## src/rtl/pll_sup_pkg.sv

```systemverilog
// Shared types and helpers for the PLL lock supervisor.
package pll_sup_pkg;

   typedef enum logic [2:0] {
      PLL_RST   = 3'd0,
      WAIT_LOCK = 3'd1,
      SETTLE    = 3'd2,
      RUN       = 3'd3,
      FAIL      = 3'd4
   } pllSupState_t;

   // One timer serves every state, so it must hold the largest terminal count.
   function automatic int timerWidth(input int rst_cycles, input int lock_timeout,
                                     input int settle_cycles);
      int m;
      m = rst_cycles;
      if (lock_timeout > m) m = lock_timeout;
      if (settle_cycles > m) m = settle_cycles;
      return $clog2(m + 1);
   endfunction

endpackage

```

## src/rtl/sync_2ff.sv

```systemverilog
// Generic two-flop synchronizer, async active-low reset, resets to 0.
module sync_2ff (
   input  logic clk,
   input  logic rst_n,
   input  logic d,
   output logic q
);

   logic meta_q;
   logic sync_q;

   always_ff @(posedge clk or negedge rst_n) begin
      if (!rst_n) begin
         meta_q <= 1'b0;
         sync_q <= 1'b0;
      end else begin
         meta_q <= d;
         sync_q <= meta_q;
      end
   end

   assign q = sync_q;

endmodule

```

## src/rtl/pll_lock_supervisor.sv

```systemverilog
// PLL power-up / lock-loss sequencer on the board reference clock.
// Build option LOCK_GLITCH_FILTER_EN: lock loss in RUN needs GLITCH_CYCLES consecutive low cycles.
//
// state     | meaning
// PLL_RST   | PLL held in reset for RST_CYCLES
// WAIT_LOCK | PLL released, waiting for synced lock (timeout -> retry or FAIL)
// SETTLE    | lock seen, must stay high SETTLE_CYCLES in a row
// RUN       | core reset released, watching for lock loss
// FAIL      | retries exhausted, sticky until resetN or relockReq
module pll_lock_supervisor
   import pll_sup_pkg::*;
#(
   parameter int RST_CYCLES    = 16,
   parameter int LOCK_TIMEOUT  = 100000,
   parameter int SETTLE_CYCLES = 1024,
   parameter int MAX_RETRIES   = 3,
   parameter int GLITCH_CYCLES = 4,
   parameter int CNT_W         = 8
) (
   input  logic             clk,
   input  logic             resetN,
   input  logic             isLocked,
   input  logic             relockReq,
   output logic             pllResetN,
   output logic             coreResetN,
   output logic             running,
   output logic             failed,
   output logic [CNT_W-1:0] lockLossCount
);

   localparam int TIMER_W = timerWidth(RST_CYCLES, LOCK_TIMEOUT, SETTLE_CYCLES);
   localparam int RETRY_W = (MAX_RETRIES < 1) ? 1 : $clog2(MAX_RETRIES + 1);
   localparam logic [TIMER_W-1:0] RST_LAST    = TIMER_W'(RST_CYCLES - 1);
   localparam logic [TIMER_W-1:0] LOCK_LAST   = TIMER_W'(LOCK_TIMEOUT - 1);
   localparam logic [TIMER_W-1:0] SETTLE_LAST = TIMER_W'(SETTLE_CYCLES - 1);
   localparam logic [RETRY_W-1:0] RETRY_MAX   = RETRY_W'(MAX_RETRIES);
   localparam logic [CNT_W-1:0]   CNT_SAT     = '1;

   pllSupState_t       state_q, state_d;
   logic [TIMER_W-1:0] timer_q, timer_d;
   logic [RETRY_W-1:0] retries_q, retries_d;
   logic [CNT_W-1:0]   loss_cnt_q, loss_cnt_d;
   logic               pll_rst_n_q, pll_rst_n_d;
   logic               core_rst_n_q, core_rst_n_d;
   logic               running_q, running_d;
   logic               failed_q, failed_d;
   logic               lock_s;
   logic               lock_lost;

   sync_2ff u_lock_sync (
      .clk   (clk),
      .rst_n (resetN),
      .d     (isLocked),
      .q     (lock_s)
   );

`ifdef LOCK_GLITCH_FILTER_EN
   localparam int GLITCH_W = $clog2(GLITCH_CYCLES + 1);
   localparam logic [GLITCH_W-1:0] GLITCH_LAST = GLITCH_W'(GLITCH_CYCLES - 1);

   logic [GLITCH_W-1:0] glitch_q, glitch_d;

   always_comb begin
      glitch_d = '0;
      if (state_q == RUN && !lock_s && glitch_q != GLITCH_LAST)
         glitch_d = glitch_q + GLITCH_W'(1);
   end

   always_ff @(posedge clk or negedge resetN) begin
      if (!resetN) glitch_q <= '0;
      else         glitch_q <= glitch_d;
   end

   assign lock_lost = !lock_s && (glitch_q == GLITCH_LAST);
`else
   assign lock_lost = !lock_s;
`endif

   always_comb begin
      state_d    = state_q;
      retries_d  = retries_q;
      loss_cnt_d = loss_cnt_q;
      case (state_q)
         PLL_RST: begin
            if (timer_q == RST_LAST) state_d = WAIT_LOCK;
         end
         WAIT_LOCK: begin
            if (lock_s) begin
               state_d = SETTLE;
            end else if (timer_q == LOCK_LAST) begin
               if (retries_q == RETRY_MAX) begin
                  state_d = FAIL;
               end else begin
                  retries_d = retries_q + RETRY_W'(1);
                  state_d   = PLL_RST;
               end
            end
         end
         SETTLE: begin
            if (!lock_s)                    state_d = WAIT_LOCK;
            else if (timer_q == SETTLE_LAST) state_d = RUN;
         end
         RUN: begin
            retries_d = '0;
            if (lock_lost) begin
               state_d = PLL_RST;
               if (loss_cnt_q != CNT_SAT) loss_cnt_d = loss_cnt_q + CNT_W'(1);
            end
         end
         FAIL: ;
         default: state_d = PLL_RST;
      endcase

      // Relock wins over any other transition but leaves a same-cycle loss count intact.
      if (relockReq) begin
         state_d   = PLL_RST;
         retries_d = '0;
      end

      if (relockReq || state_d != state_q || state_q inside {RUN, FAIL})
         timer_d = '0;
      else
         timer_d = timer_q + TIMER_W'(1);

      pll_rst_n_d  = (state_d != PLL_RST);
      core_rst_n_d = (state_d == RUN);
      running_d    = (state_d == RUN);
      failed_d     = (state_d == FAIL);
   end

   always_ff @(posedge clk or negedge resetN) begin
      if (!resetN) begin
         state_q      <= PLL_RST;
         timer_q      <= '0;
         retries_q    <= '0;
         loss_cnt_q   <= '0;
         pll_rst_n_q  <= 1'b0;
         core_rst_n_q <= 1'b0;
         running_q    <= 1'b0;
         failed_q     <= 1'b0;
      end else begin
         state_q      <= state_d;
         timer_q      <= timer_d;
         retries_q    <= retries_d;
         loss_cnt_q   <= loss_cnt_d;
         pll_rst_n_q  <= pll_rst_n_d;
         core_rst_n_q <= core_rst_n_d;
         running_q    <= running_d;
         failed_q     <= failed_d;
      end
   end

   assign pllResetN     = pll_rst_n_q;
   assign coreResetN    = core_rst_n_q;
   assign running       = running_q;
   assign failed        = failed_q;
   assign lockLossCount = loss_cnt_q;

endmodule

```

## config.mk

```make
export PLATFORM = sky130hd
export DESIGN_NAME = pll_lock_supervisor
export DESIGN_NICKNAME = d
export VERILOG_FILES = /design/src/rtl/pll_sup_pkg.sv /design/src/rtl/sync_2ff.sv /design/src/rtl/pll_lock_supervisor.sv
export SDC_FILE = /design/constraint.sdc
export NUM_CORES = 1
export LEC_CHECK = 0
export BUFFER_PORTS_ARGS = -buffer_cell sky130_fd_sc_hd__buf_4
export CORE_MARGIN = 3
export CORE_UTILIZATION = 58
export DETAILED_ROUTE_END_ITERATION = 10
export PLACE_DENSITY = 0.78
export SLEW_MARGIN = 20
export SYNTH_ARGS = -nofsm -noshare
export SYNTH_HDL_FRONTEND = slang
export SYNTH_SLANG_ARGS = --single-unit
export TNS_END_PERCENT = 20
```

## constraint.sdc

```tcl
create_clock -name clk -period 2.9 [get_ports clk]
set_input_delay 0.435 -clock clk [delete_from_list [all_inputs] [get_ports clk]]
set_output_delay 0.435 -clock clk [all_outputs]
set_load 0.005 [all_outputs]
```

==> results of run 1 <==
==> state kept, by name, indices dropped and copies added (netlist names) <==
| name | cells |
|---|---|
| failed | 1 |
| state_q | 3 |
| timer_q | 17 |
| retries_q | 2 |
| running | 1 |
| u_lock_sync.meta_q | 1 |
| lockLossCount | 8 |
| pllResetN | 1 |
| u_lock_sync.q | 1 |
==> metal layers <==
metal / vias up / track usage, %
met5: - / 0
met4: 0 / 9.177
met3: 5 / 6.695
met2: 28 / 31.17
met1: 602 / 25.55
li1: 625 / -
==> area by class of cell <==
cell class / count / area, um^2 / area share (%)
sequential: 35 / 875.8 / 46.36
clock inverter: 2 / 12.51 / 0.6623
timing repair buffer: 17 / 127.6 / 6.755
multi-input combinational: 122 / 763.2 / 40.40
tap: 31 / 38.79 / 2.053
clock buffer: 6 / 41.29 / 2.185
inverter: 8 / 30.03 / 1.589
==> power groups by stage <==
stage	clock network, mW	logic, mW	registers [mW]
CTS	0.265	0.0273	0.498
floorplan	0	0.0118	0.506
global placement	0	0.0262	0.507
global route	0.284	0.0306	0.499
finish	0.256	0.0263	0.498
detailed placement	0	0.0272	0.507
==> stage by stage <==
step | cell area (um^2) | hold slack [ns] | power, mW
6_report | 1889 | 0.02295 | 0.7795
5_1_grt | 1889 | 0.03356 | 0.8128
4_1_cts | 1889 | 0.02061 | 0.7901
3_5_place_dp | 1836 | 0.3358 | 0.5345
3_3_place_gp | 1836 | 0.3320 | 0.5332
2_1_floorplan | 1712 | 0.1394 | 0.5181
==> cell families after synthesis <==
logic type | synth area share [%]
flip-flops | 51.17
multiplexers | 2.047
AND/OR/NAND/NOR | 25.51
buffers and inverters | 4.239
adder cells (fa/ha/maj) | 2.193
AO/OA/AOI/OAI | 3.071
XOR/XNOR | 11.77
==> cells in the final DEF, fill, tap and decap left out <==
| cell | n |
|---|---|
| nand3_1 | 10 |
| clkinv_2 | 1 |
| nor4_1 | 5 |
| inv_1 | 8 |
| nor2_1 | 22 |
| nand2_1 | 15 |
| a21oi_1 | 4 |
| a31oi_1 | 1 |
| mux2i_1 | 1 |
| nor3_4 | 1 |
| o2111ai_1 | 1 |
| clkbuf_1 | 1 |
| or4_1 | 2 |
| nand2b_1 | 1 |
| nor3b_1 | 2 |
| clkbuf_4 | 5 |
| or4_4 | 1 |
| nor3_1 | 16 |
| or3_1 | 2 |
| mux2i_2 | 1 |
| ha_1 | 3 |
| mux2_2 | 1 |
| buf_4 | 17 |
| xnor2_1 | 15 |
| or4_2 | 1 |
| nand4_1 | 5 |
| clkinvlp_4 | 1 |
| a221o_1 | 1 |
| nand3_2 | 1 |
| nor3_2 | 1 |
| xor2_1 | 8 |
| dfrtp_1 | 35 |
| o21bai_1 | 1 |
==> worst reg2reg max path, cell delays in order (launching register included) <==
cell	delay (ns)
dfrtp_1	0.40
ha_1	0.23
nand2_1	0.13
or3_1	0.47
nor4_1	0.37
nor3_1	0.10
mux2i_2	0.52
nor3_1	0.16
==> worst max path at each step <==
stage | startpoint | endpoint | slack [ns] | cells after the start
floorplan | timer_q[0] | timer_q[16] | 0.79 | 8
detailed placement | timer_q[0] | timer_q[7] | 0.39 | 7
global placement | timer_q[0] | timer_q[16] | 0.48 | 7
global route | timer_q[0] | timer_q[7] | 0.18 | 7
finish | timer_q[0] | timer_q[7] | 0.38 | 7
CTS | timer_q[0] | timer_q[7] | 0.37 | 7
==> impl_results.md, run 1 <==
- Outcome: complete, no violations
- MaxCap Viol Count: 0
- Initial cell density of the core: 61.54%
- Most used cell, CP: nor3_1
- Post-Route WL: 3142 um
- Final ANT Viol Nets: 0
- Routed met3 length: 129 um
- Final Wtd Congestion: 0.9156
- Worst path buffer plus inverter count: 0
- Post-synth top cells: 35 x dfrtp_1, 22 x nor2_1, 16 x nor3_1
- Yosys reg bits: 35
- Leakage: 0.8600 nW
- Clock root cell: clkbuf_4
- Routed met1 length: 1514 um
- Clk_lat worst skew: 0.34 ns
- Critical path required time: 3.10 ns
- Net Sw Power: 0.1847 mW
- Top area cells in the synthesized netlist: dfrtp_1 51%, xnor2_1 7.7%, nor2_1 4.8%
- Met2 WL: 1459 um
- Row count: 19
- Crit path cell chain: ha_1 -> nand2_1 -> or3_1 -> nor4_1 -> nor3_1 -> mux2i_2 -> nor3_1
- Drt pass-1 iters: 4
- Tmin final: 2.522 ns
- Area grow syn2layout: 10.38%
- CTS resizes: 0
- H-tree depth: 2
- Largest net degree at the start of global routing: 36
- Layout Skew: 0.01091 ns
- RSZ-0062 raised after global routing: no
- Max Freq: 396.5 MHz
- Crit path DAT: 2.72 ns
- Delay-heaviest family, CP: simple AND/OR/NAND/NOR gates
- Die Footprint: 0.003639 mm^2
- Count of buffers from port buffering: 15
- Worst R2R Start: timer_q[0]
- Placed Cells: 213
- Max VDD drop: 0.0004312 V
- Max-slew headroom: 57.68%
- Avg Inst Size Synth: 10.07 um^2
- # hold bufs at CTS: 0
- Cell area power density: 412.6 mW/mm^2
- Finished Layout Cells: 221
- Final Cycle Share: 86.97%
- Cell with the most instances after synthesis: dfrtp_1
- Post-synthesis sequential area ratio: 51.17%
- Nets@finish: 196
- Share of cells above drive strength 1: 16.32%
- Asr flop ratio synth: 100.0%
- Dpl ws: 0.3874 ns
- Via density: 5.701
- First-pass GRT wire length: 5333 um
- Reg-to-reg critical path endpoint: timer_q[7]
- Residual DRC: 0
- Syn Std Cell Area: 0.001712 mm^2
- Share of the synthesized area in the top cell type: 51.17%
- Final WS setup: 0.3780 ns
- Final Slew Violations: 0
- Dpl hpwl: 2269 um
- Switching Fraction: 23.70%
- Setup bufs post-CTS: 0
- Total track usage: 20.14%
- Core area: 0.002781 mm^2
- Clock Pin Slew Worst Setup and Hold Paths: 0.11 ns
- Yosys top cell by area: dfrtp_1
- Hold Crit Class: input pin to asynchronous set/reset pin
- CP max stage delay: 0.52 ns
- Inserted Clock Buffers: 5
- Clk network pwr share: 32.8%
- Synth Flop Type: dfrtp_1
- Synth warn: 0
- Synthesized instance count: 170
- Worst setup SP type: flop
- Avg WL per Cell: 14.22 um
- Die Y: 60.33 um
- Synth unique cells: 33
- Final hold viol count: 0
- Final Setup Violations: 0
- CTS tree: yes
- Sink Count: 35
- Worst slew pin tran: 0.6225 ns
- Final core utilization: 67.93%
- EDFF count, synth: 0
- Setup CP Type: flop to flop
- Comb power frac: 3.4%
- Die width: 60.33 um
- Setup tns final: 0 ns
- Vias in the first global route: 1249
- Ant diodes: 0
- Io pins: 16
- Highest Signal Layer: met4
- Worst-case reg-to-reg path depth: 7
- CP max FO: 10
- Reg2reg setup slack: 0.38 ns
- Reg power frac: 63.8%
- Worst setup EP type: flop
- CTS Buffer Depth: 2
- Slowest CP cell: mux2i_2
- P_int: 0.5947 mW
- 1st-iter DRT viols: 50
- GRT overflow: 0
- Initial antenna violation count: 0
- Fillers: 243
- Syn nets: 177
- Via Count: 1260
(Power assumes the default switching activity.)
==> run 2, diff against run 1 <==
- HOLD_SLACK_MARGIN: default -> 0.03
- SETUP_SLACK_MARGIN: default -> 0.5
==> run 2 against run 1 <==
Cell area rose by 2.4%. Total power about the same. Global-route usage up 0.72 points. Flip-flop and latch count did not move. Die area is the same. Highest routed layer unchanged.
==> impl_results.md, run 2 (same netlist as run 1, synthesis figures left out) <==
- Core area: 0.002781 mm^2 (unchanged)
- Outcome: complete, no violations
- Total track usage: 20.86% (+0.72 points)
- Worst path buffer plus inverter count: 1 (+1)
- Final Cycle Share: 79.23% (-7.7 points)
- Leakage: 0.8755 nW (+1.8%)
- GRT overflow: 0 (unchanged)
- Clock root cell: clkbuf_4
- Io pins: 16 (unchanged)
- First-pass GRT wire length: 5533 um (+3.8%)
- Row count: 19 (unchanged)
- CP max stage delay: 0.44 ns (-0.08 ns)
- CTS tree: yes
- Largest net degree at the start of global routing: 36 (unchanged)
- CP max FO: 10 (unchanged)
- Reg-to-reg critical path endpoint: timer_q[7]
- Setup CP Type: flop to flop
- Final Slew Violations: 0 (unchanged)
- Worst setup EP type: flop
- Reg2reg setup slack: 0.60 ns (+0.22 ns)
- Critical path required time: 3.15 ns (+0.05 ns)
- Die width: 60.33 um (unchanged)
- Max Freq: 435.2 MHz (+9.8%)
- Clock Pin Slew Worst Setup and Hold Paths: 0.11 ns (about the same)
- Slowest CP cell: or4_1
- Dpl hpwl: 2269 um (unchanged)
- Hold Crit Class: input pin to flop
- Comb power frac: 3.5% (about the same)
- Inserted Clock Buffers: 5 (unchanged)
- Clk network pwr share: 32.6% (-0.2 points)
- Via Count: 1281 (+1.7%)
- Most common cell after layout, fill and taps aside: dfrtp_1
- Initial cell density of the core: 61.54% (unchanged)
- Reg power frac: 63.8% (about the same)
- Cell area power density: 403.2 mW/mm^2 (-2.3%)
- Max-slew headroom: 66.39% (+8.7 points)
- Critical Path Start: timer_q[0]
- Crit path DAT: 2.55 ns (-0.17 ns)
- Dpl ws: 0.3874 ns (unchanged)
- 1st-iter DRT viols: 85 (+70%)
- Final WS setup: 0.6024 ns (+0.2244 ns)
- Net Sw Power: 0.1844 mW (-0.18%)
- Area grow syn2layout: 13.01%
- Sink Count: 35 (unchanged)
- Worst setup SP type: flop
- Initial antenna violation count: 0 (unchanged)
- Layout Skew: 0.008910 ns (-0.001999 ns)
- Tmin final: 2.298 ns (-0.2244 ns)
- Worst R2R Start: timer_q[0]
- Count of buffers from port buffering: 15 (unchanged)
- Ant diodes: 0 (unchanged)
- Max VDD drop: 0.0004311 V (about the same)
- Total power: 0.7799 mW (about the same)
- Die Footprint: 0.003639 mm^2 (unchanged)
- Fillers: 233 (-4.1%)
- Final Wtd Congestion: 0.9156 (unchanged)
- H-tree depth: 2 (unchanged)
- Biggest register: timer_q
- Die Y: 60.33 um (unchanged)
- Residual DRC: 0 (unchanged)
- Via density: 5.744 (+0.75%)
- Final core utilization: 69.55% (+1.6 points)
- Max reg flops: 17 (unchanged)
- MaxCap Viol Count: 0 (unchanged)
- Final ANT Viol Nets: 0 (unchanged)
- Vias in the first global route: 1279 (+2.4%)
- Setup tns final: 0 ns (unchanged)
- Nets@finish: 198 (+1.0%)
- CTS Buffer Depth: 2 (unchanged)
- Commonest cells after routing, fill and taps aside: 35 x dfrtp_1, 22 x nor2_1, 17 x buf_4
- Clk_lat worst skew: 0.34 ns (about the same)
- Hold path cells: 1
- RSZ-0062 raised after global routing: no
- Final hold viol count: 0 (unchanged)
- Share of cells above drive strength 1: 17.19% (+0.87 points)
- P_int: 0.5955 mW (+0.14%)
- CP endpoint: timer_q[7]
- Worst path depth: 8 (+1)
- Worst-case reg-to-reg path depth: 8 (+1)
- Crit path cell chain: ha_1 -> nand3_1 -> or4_1 -> nor4_1 -> nor3_2 -> mux2i_4 -> buf_12 -> nor3_1
- Drt pass-1 iters: 4 (unchanged)
- Switching Fraction: 23.64% (-0.058 points)
- Post-Route WL: 3339 um (+6.3%)
- Avg WL per Cell: 14.97 um (+5.3%)
- Final Setup Violations: 0 (unchanged)
- Worst slew pin tran: 0.4995 ns (-0.1230 ns)
- Delay-heaviest family, CP: simple AND/OR/NAND/NOR gates
[run 2: repair_timing]
item / CTS / global route
gates cloned: 0 / 0
gates resized for setup: 1 / 1
setup buffers: 0 / 1
hold endpoints to repair: 19 / 0
hold buffers: 1 / 0
endpoints found under the setup margin: 10 / 11
[run 2: routing by layer]
layer  wire length, um  global-route usage (%)  vias up
li1                  -                       -      624
met1              1526                   26.37      621
met2              1620                   32.72       28
met3               142                   6.695        8
met4                49                   9.177        0
met5                 0                       0        -
[run 2: worst min path at each step]
stage / from / to / slack, ns
finish: isLocked / u_lock_sync.meta_q / 0.20
global placement: u_lock_sync.meta_q / u_lock_sync.q / 0.33
CTS: isLocked / u_lock_sync.meta_q / 0.18
detailed placement: u_lock_sync.meta_q / u_lock_sync.q / 0.34
global route: isLocked / u_lock_sync.meta_q / 0.17
floorplan: resetN / failed / 0.14
[run 2: final cells by class]
class / instances / area (um^2) / area share, %
Sequential cell: 35 / 875.8 / 45.28
Clock buffer: 6 / 41.29 / 2.135
Timing Repair Buffer: 19 / 157.7 / 8.150
Inverter: 8 / 30.03 / 1.552
Multi-Input combinational cell: 122 / 778.2 / 40.23
Tap cell: 31 / 38.79 / 2.005
Clock inverter: 2 / 12.51 / 0.6468
[run 2: stage by stage]
step | cell area, um^2 | hold WS [ns] | cells
after floorplan | 1712 | 0.1394 | 170
after global placement | 1836 | 0.3320 | 213
after detailed placement | 1836 | 0.3358 | 213
after CTS | 1908 | 0.1850 | 222
after global routing | 1934 | 0.1725 | 223
final | 1934 | 0.1963 | 223
[run 2: power groups by stage]
stage	Sequential [mW]	Combinational [mW]	Clock, mW
2_1_floorplan	0.506	0.0118	0
3_3_place_gp	0.507	0.0262	0
3_5_place_dp	0.507	0.0272	0
4_1_cts	0.498	0.0284	0.265
5_1_grt	0.499	0.0318	0.285
6_report	0.498	0.0276	0.254
